### config.mk
export PLATFORM = sky130hd
export DESIGN_NAME = sar_conv_ctrl
export DESIGN_NICKNAME = d
export VERILOG_FILES = /design/src/rtl/sar_conv_ctrl.sv
export SDC_FILE = /design/constraint.sdc
export NUM_CORES = 1
export LEC_CHECK = 0
export CORE_MARGIN = 5
export CORE_UTILIZATION = 35
export DETAILED_ROUTE_END_ITERATION = 12
export HOLD_SLACK_MARGIN = 0.1
export MAX_ROUTING_LAYER = met4
export PLACE_DENSITY = 0.64
export SYNTH_ARGS = -nofsm -noshare
export SYNTH_HDL_FRONTEND = slang
export SYNTH_SLANG_ARGS = --single-unit
### constraint.sdc
create_clock -name clk -period 3.15 [get_ports clk]
set_clock_uncertainty 0.2 [all_clocks]
set_input_delay 0.945 -clock clk [delete_from_list [all_inputs] [get_ports clk]]
set_output_delay 0.945 -clock clk [all_outputs]
set_load 0.05 [all_outputs]
### src/rtl/sar_conv_ctrl.sv
// sar_conv_ctrl
// Conversion sequencer for the SAR ADC. Drives the sampling switch and the
// sample/reset/enable controls of sar_logic, times the bit-decision cycles,
// captures the sar_logic D word into a single-entry result register and
// hands it to the host over a valid/ready handshake.
//
// Ports:
//   clk        conversion clock, shared with sar_logic
//   rst        asynchronous reset, active low
//   start      level; accepted on a rising edge while idle
//   cont       continuous mode, sampled in CAPTURE only
//   abort      return to idle on the next edge, no capture
//   sar_d      result bus from sar_logic
//   res_ready  host accepts the result while res_valid is high
//   clr_ovr    synchronous clear of the overrun flag
//   sample     sampling switch control (1 = track)
//   sar_rst    active-high reset to sar_logic
//   sar_en     enable to sar_logic
//   busy       high whenever the sequencer is not idle
//   res_data   captured conversion result
//   res_valid  res_data holds an unconsumed result
//   overrun    sticky: a result was overwritten before being consumed
module sar_conv_ctrl #(
    parameter int N_BITS        = 8,
    parameter int SAMPLE_CYCLES = 2
) (
    input  logic              clk,
    input  logic              rst,
    input  logic              start,
    input  logic              cont,
    input  logic              abort,
    input  logic [N_BITS-1:0] sar_d,
    input  logic              res_ready,
    input  logic              clr_ovr,
    output logic              sample,
    output logic              sar_rst,
    output logic              sar_en,
    output logic              busy,
    output logic [N_BITS-1:0] res_data,
    output logic              res_valid,
    output logic              overrun
);

    localparam int MAXC = (N_BITS > SAMPLE_CYCLES) ? N_BITS : SAMPLE_CYCLES;
    localparam int CW   = $clog2(MAXC + 1);

    localparam logic [CW-1:0] SMP_LAST  = CW'(SAMPLE_CYCLES - 1);
    localparam logic [CW-1:0] CONV_LAST = CW'(N_BITS - 1);

    typedef enum logic [1:0] {
        S_IDLE,
        S_SAMPLE,
        S_CONV,
        S_CAPTURE
    } state_t;

    state_t        state, nxt;
    logic [CW-1:0] cnt, cnt_nxt;
    logic          cap;
    logic          xfer;

    assign xfer = res_valid && res_ready;

    always_comb begin
        nxt     = state;
        cnt_nxt = cnt;
        cap     = 1'b0;
        case (state)
            S_IDLE: begin
                if (start) begin
                    nxt     = S_SAMPLE;
                    cnt_nxt = '0;
                end
            end
            S_SAMPLE: begin
                if (cnt == SMP_LAST) begin
                    nxt     = S_CONV;
                    cnt_nxt = '0;
                end else begin
                    cnt_nxt = cnt + CW'(1);
                end
            end
            S_CONV: begin
                if (cnt == CONV_LAST) begin
                    nxt     = S_CAPTURE;
                    cnt_nxt = '0;
                end else begin
                    cnt_nxt = cnt + CW'(1);
                end
            end
            S_CAPTURE: begin
                cap     = 1'b1;
                cnt_nxt = '0;
                nxt     = cont ? S_SAMPLE : S_IDLE;
            end
            default: begin
                nxt     = S_IDLE;
                cnt_nxt = '0;
            end
        endcase
        // abort overrides every transition and suppresses a pending capture
        if (abort) begin
            nxt     = S_IDLE;
            cnt_nxt = '0;
            cap     = 1'b0;
        end
    end

    // Outputs are decoded from the next state and registered, so they
    // line up with the state register without any input-to-output path.
    always_ff @(posedge clk or negedge rst) begin
        if (!rst) begin
            state     <= S_IDLE;
            cnt       <= '0;
            sample    <= 1'b0;
            sar_rst   <= 1'b1;
            sar_en    <= 1'b0;
            busy      <= 1'b0;
            res_data  <= '0;
            res_valid <= 1'b0;
            overrun   <= 1'b0;
        end else begin
            state   <= nxt;
            cnt     <= cnt_nxt;
            sample  <= (nxt == S_SAMPLE);
            sar_rst <= (nxt == S_IDLE) || (nxt == S_SAMPLE);
            sar_en  <= (nxt == S_CONV);
            busy    <= (nxt != S_IDLE);

            if (cap) begin
                res_data  <= sar_d;
                res_valid <= 1'b1;
                // overwrite of an unconsumed result sets overrun; this
                // takes precedence over a coincident clear
                if (res_valid && !res_ready) begin
                    overrun <= 1'b1;
                end else if (clr_ovr) begin
                    overrun <= 1'b0;
                end
            end else begin
                if (xfer) begin
                    res_valid <= 1'b0;
                end
                if (clr_ovr) begin
                    overrun <= 1'b0;
                end
            end
        end
    end

endmodule

==> results.cfg <==
[clock_tree]
htree_num_levels = 1
cts_buffers = 3
clk_latency_ns = 0.29
cts_tree = done
path_clk_slew_ns = 0.11
clockRootBuffer = clkbuf_4
ctsLongestPathBuffers = 2
cts.repair.resized = 0
clock-sinks = 20
cts_hold_buf = 0
post-cts-setup-buffers = 0

[drt]
drt-initial-drc-count = 34
route.met2.wl_um = 1030
via_count = 793
dr.pass1.iters = 6
wl_per_cell_um = 13.2
topRoutingLayerUsed = met4
ant_nets = 0
wl_met3_um = 147
viasPerCell = 4.84
met1Wirelength_um = 977
drt_wl_total_um = 2160
drc_errors = 0

[power_and_ir_drop]
p_int_mw = 0.378
irDropWorstVdd_uv = 221
power.switching_mw = 0.134
pwr-share-comb_pct = 19.4
p_total_mw = 0.512
swShare_pct = 26.1
p_clk_share_pct = 27.6
seqPwrFrac_pct = 53.0
p_leak_nw = 0.642
powerDensity_mw_per_mm2 = 377

[place]
gp_congestion = 0.770
placed_cells = 160
hpwl_um = 1720
place.port_buffers = 28
pre_cts_slack_ns = 0.647

[global_route]
grt_usage_pct = 11.8
antenna_found_initial = 0
grt_first_pass_wirelength_um = 3820
grt_pass1_vias = 833
grt_max_degree = 21
overflow = 0

[synthesis]
yosys.cell_count.top_type = nand2_1
synth_area_mm2 = 0.00101
ys_ff_latch = 20
ys_async_sr_fraction_pct = 100
netlist_top_cells_area = dfrtp_1 47%, nand2_1 11%, ha_1 9.9%
synth_commonest_cells = 29 x nand2_1, 19 x dfrtp_1, 8 x ha_1, 6 x inv_1
netlist-cell-type-count = 31
synth_top_area_share_pct = 47.1
synth_nets = 126
ys_warn_count = 0
ys_seq_area_share_pct = 49.8
synth-edff-count = 0
syn_area_per_cell_um2 = 9.79
synth_ff_type = dfrtp_1
synth_largest_area_cell = dfrtp_1
synth_cells = 103

[worst_setup_path]
slowest_delay_ns = 0.79
critical_path_buf_inv_count = 1
arrival_ns = 1.60
critPathKind = register to output port
crit_family = buffers and inverters
cp_slowest_cell = clkdlybuf4s50_1
crit_path_cell_trace = clkdlybuf4s50_1
setup.worst_path.end_class = output port
start_kind = register
crit_fanout = 1
crit_required_ns = 2.00

[flow_run]
drv_cap = 0

[floorplan]
start_util_pct = 36.6
num_rows = 19
core_mm2 = 0.00276
io_pins = 29
die-width_um = 63.7
die_area_mm2 = 0.00406
die_h_um = 63.7

[hold_path]
hp-class = register to register

[cells_and_area]
instances_no_fill = 164
nets = 157
nFillCells = 268
drive_above_1_share_pct = 8.27
area_growth_pct = 34.6
n_antenna_cell = 0
final_util_pct = 49.2

[timing]
rsz0062_at_grt = no
finalSetupViolCount = 0
setup_tns_ns = 0
relSlewSlack_pct = 65.2
max_clock_freq_ghz = 0.364
hold_viol_final = 0
period_needed_ns = 2.75
timing.final.ws_setup_ns = 0.405
tightest_slew_ns = 0.521
finalCritPeriodShare_pct = 87.2
maxSlewViolCount = 0

[outcome]
outcome = completed
## power groups by stage
stage | clock (mW) | sequential, mW | combinational [mW]
after CTS | 0.147 | 0.271 | 0.100
after global routing | 0.160 | 0.272 | 0.107
after floorplan | 0 | 0.301 | 0.0297
final | 0.141 | 0.271 | 0.0990
after detailed placement | 0 | 0.276 | 0.0999
after global placement | 0 | 0.276 | 0.0989
## through the flow
stage | cell area [um2] | hold WS [ns]
after global placement | 1320 | 0.258
final | 1360 | 0.284
after floorplan | 1010 | 0.297
after detailed placement | 1320 | 0.261
after global routing | 1360 | 0.301
after CTS | 1360 | 0.289
## routing by layer
metal,up-vias,track usage [%]
met5,-,-
met2,22,18.1
met1,365,14.3
met4,0,3.12
li1,404,-
met3,2,4.62
## registers in the layout (all words and copies together) (netlist names)
name	flops
state	2
sar_en	1
res_valid	1
sar_rst	1
overrun	1
sample	1
cnt	4
busy	1
res_data	8
## layout make-up
cell class | count | area [um2] | area share [%]
repair buffers | 29 | 288 | 21.2
clock buffers | 4 | 36.3 | 2.67
multi-input cells | 74 | 470 | 34.7
inverters | 6 | 22.5 | 1.66
flip-flops and latches | 20 | 502 | 37.0
well taps | 31 | 38.8 | 2.86
## cells by family (layout without fill, tap and decap cells)
logic type / after synthesis / count (layout) / share of synthesized area, %
flip-flops: 20 / 20 / 49.8
adder cells (fa/ha/maj): 8 / 8 / 9.93
AO/OA/AOI/OAI: 15 / 15 / 10.5
buffers and inverters: 9 / 39 / 3.60
AND/OR/NAND/NOR: 51 / 51 / 26.2
## layout by cell type (no fill, tap or decap), drive strengths merged
| master | instances |
|---|---|
| nor3b | 4 |
| dfstp | 1 |
| o22a | 1 |
| o21a | 1 |
| nor4 | 1 |
| o22ai | 1 |
| a21boi | 1 |
| clkdlybuf4s50 | 28 |
| inv | 6 |
| nor3 | 1 |
| clkbuf | 4 |
| dfrtp | 19 |
| o41ai | 1 |
| nor4bb | 1 |
| a31oi | 1 |
| nand3b | 2 |
| and2 | 1 |
| nor2 | 4 |
| ha | 8 |
| a21oi | 2 |
| a22oi | 1 |
| o21ai | 5 |
| nor2b | 2 |
| nand2b | 4 |
| o31ai | 1 |
| nor4b | 1 |
| nand2 | 29 |
| nand3 | 1 |
| buf | 1 |
## final timing paths
| kind | from | end | slack, ns | depth (start not counted) |
|---|---|---|---|---|
| worst min-delay path | res_data[4] | res_data[4] | 0.28 | 2 |
| worst max register to register | state[0] | cnt[3] | 1.27 | 6 |
| min in group asynchronous | rst | res_data[7] | 0.78 | 2 |
| max in group asynchronous | rst | sar_rst | 1.70 | 2 |
| worst min register to register | res_data[4] | res_data[4] | 0.28 | 2 |
| worst max-delay path | sar_rst | sar_rst | 0.40 | 1 |
No activity file was read; power rests on OpenSTA's default activity.
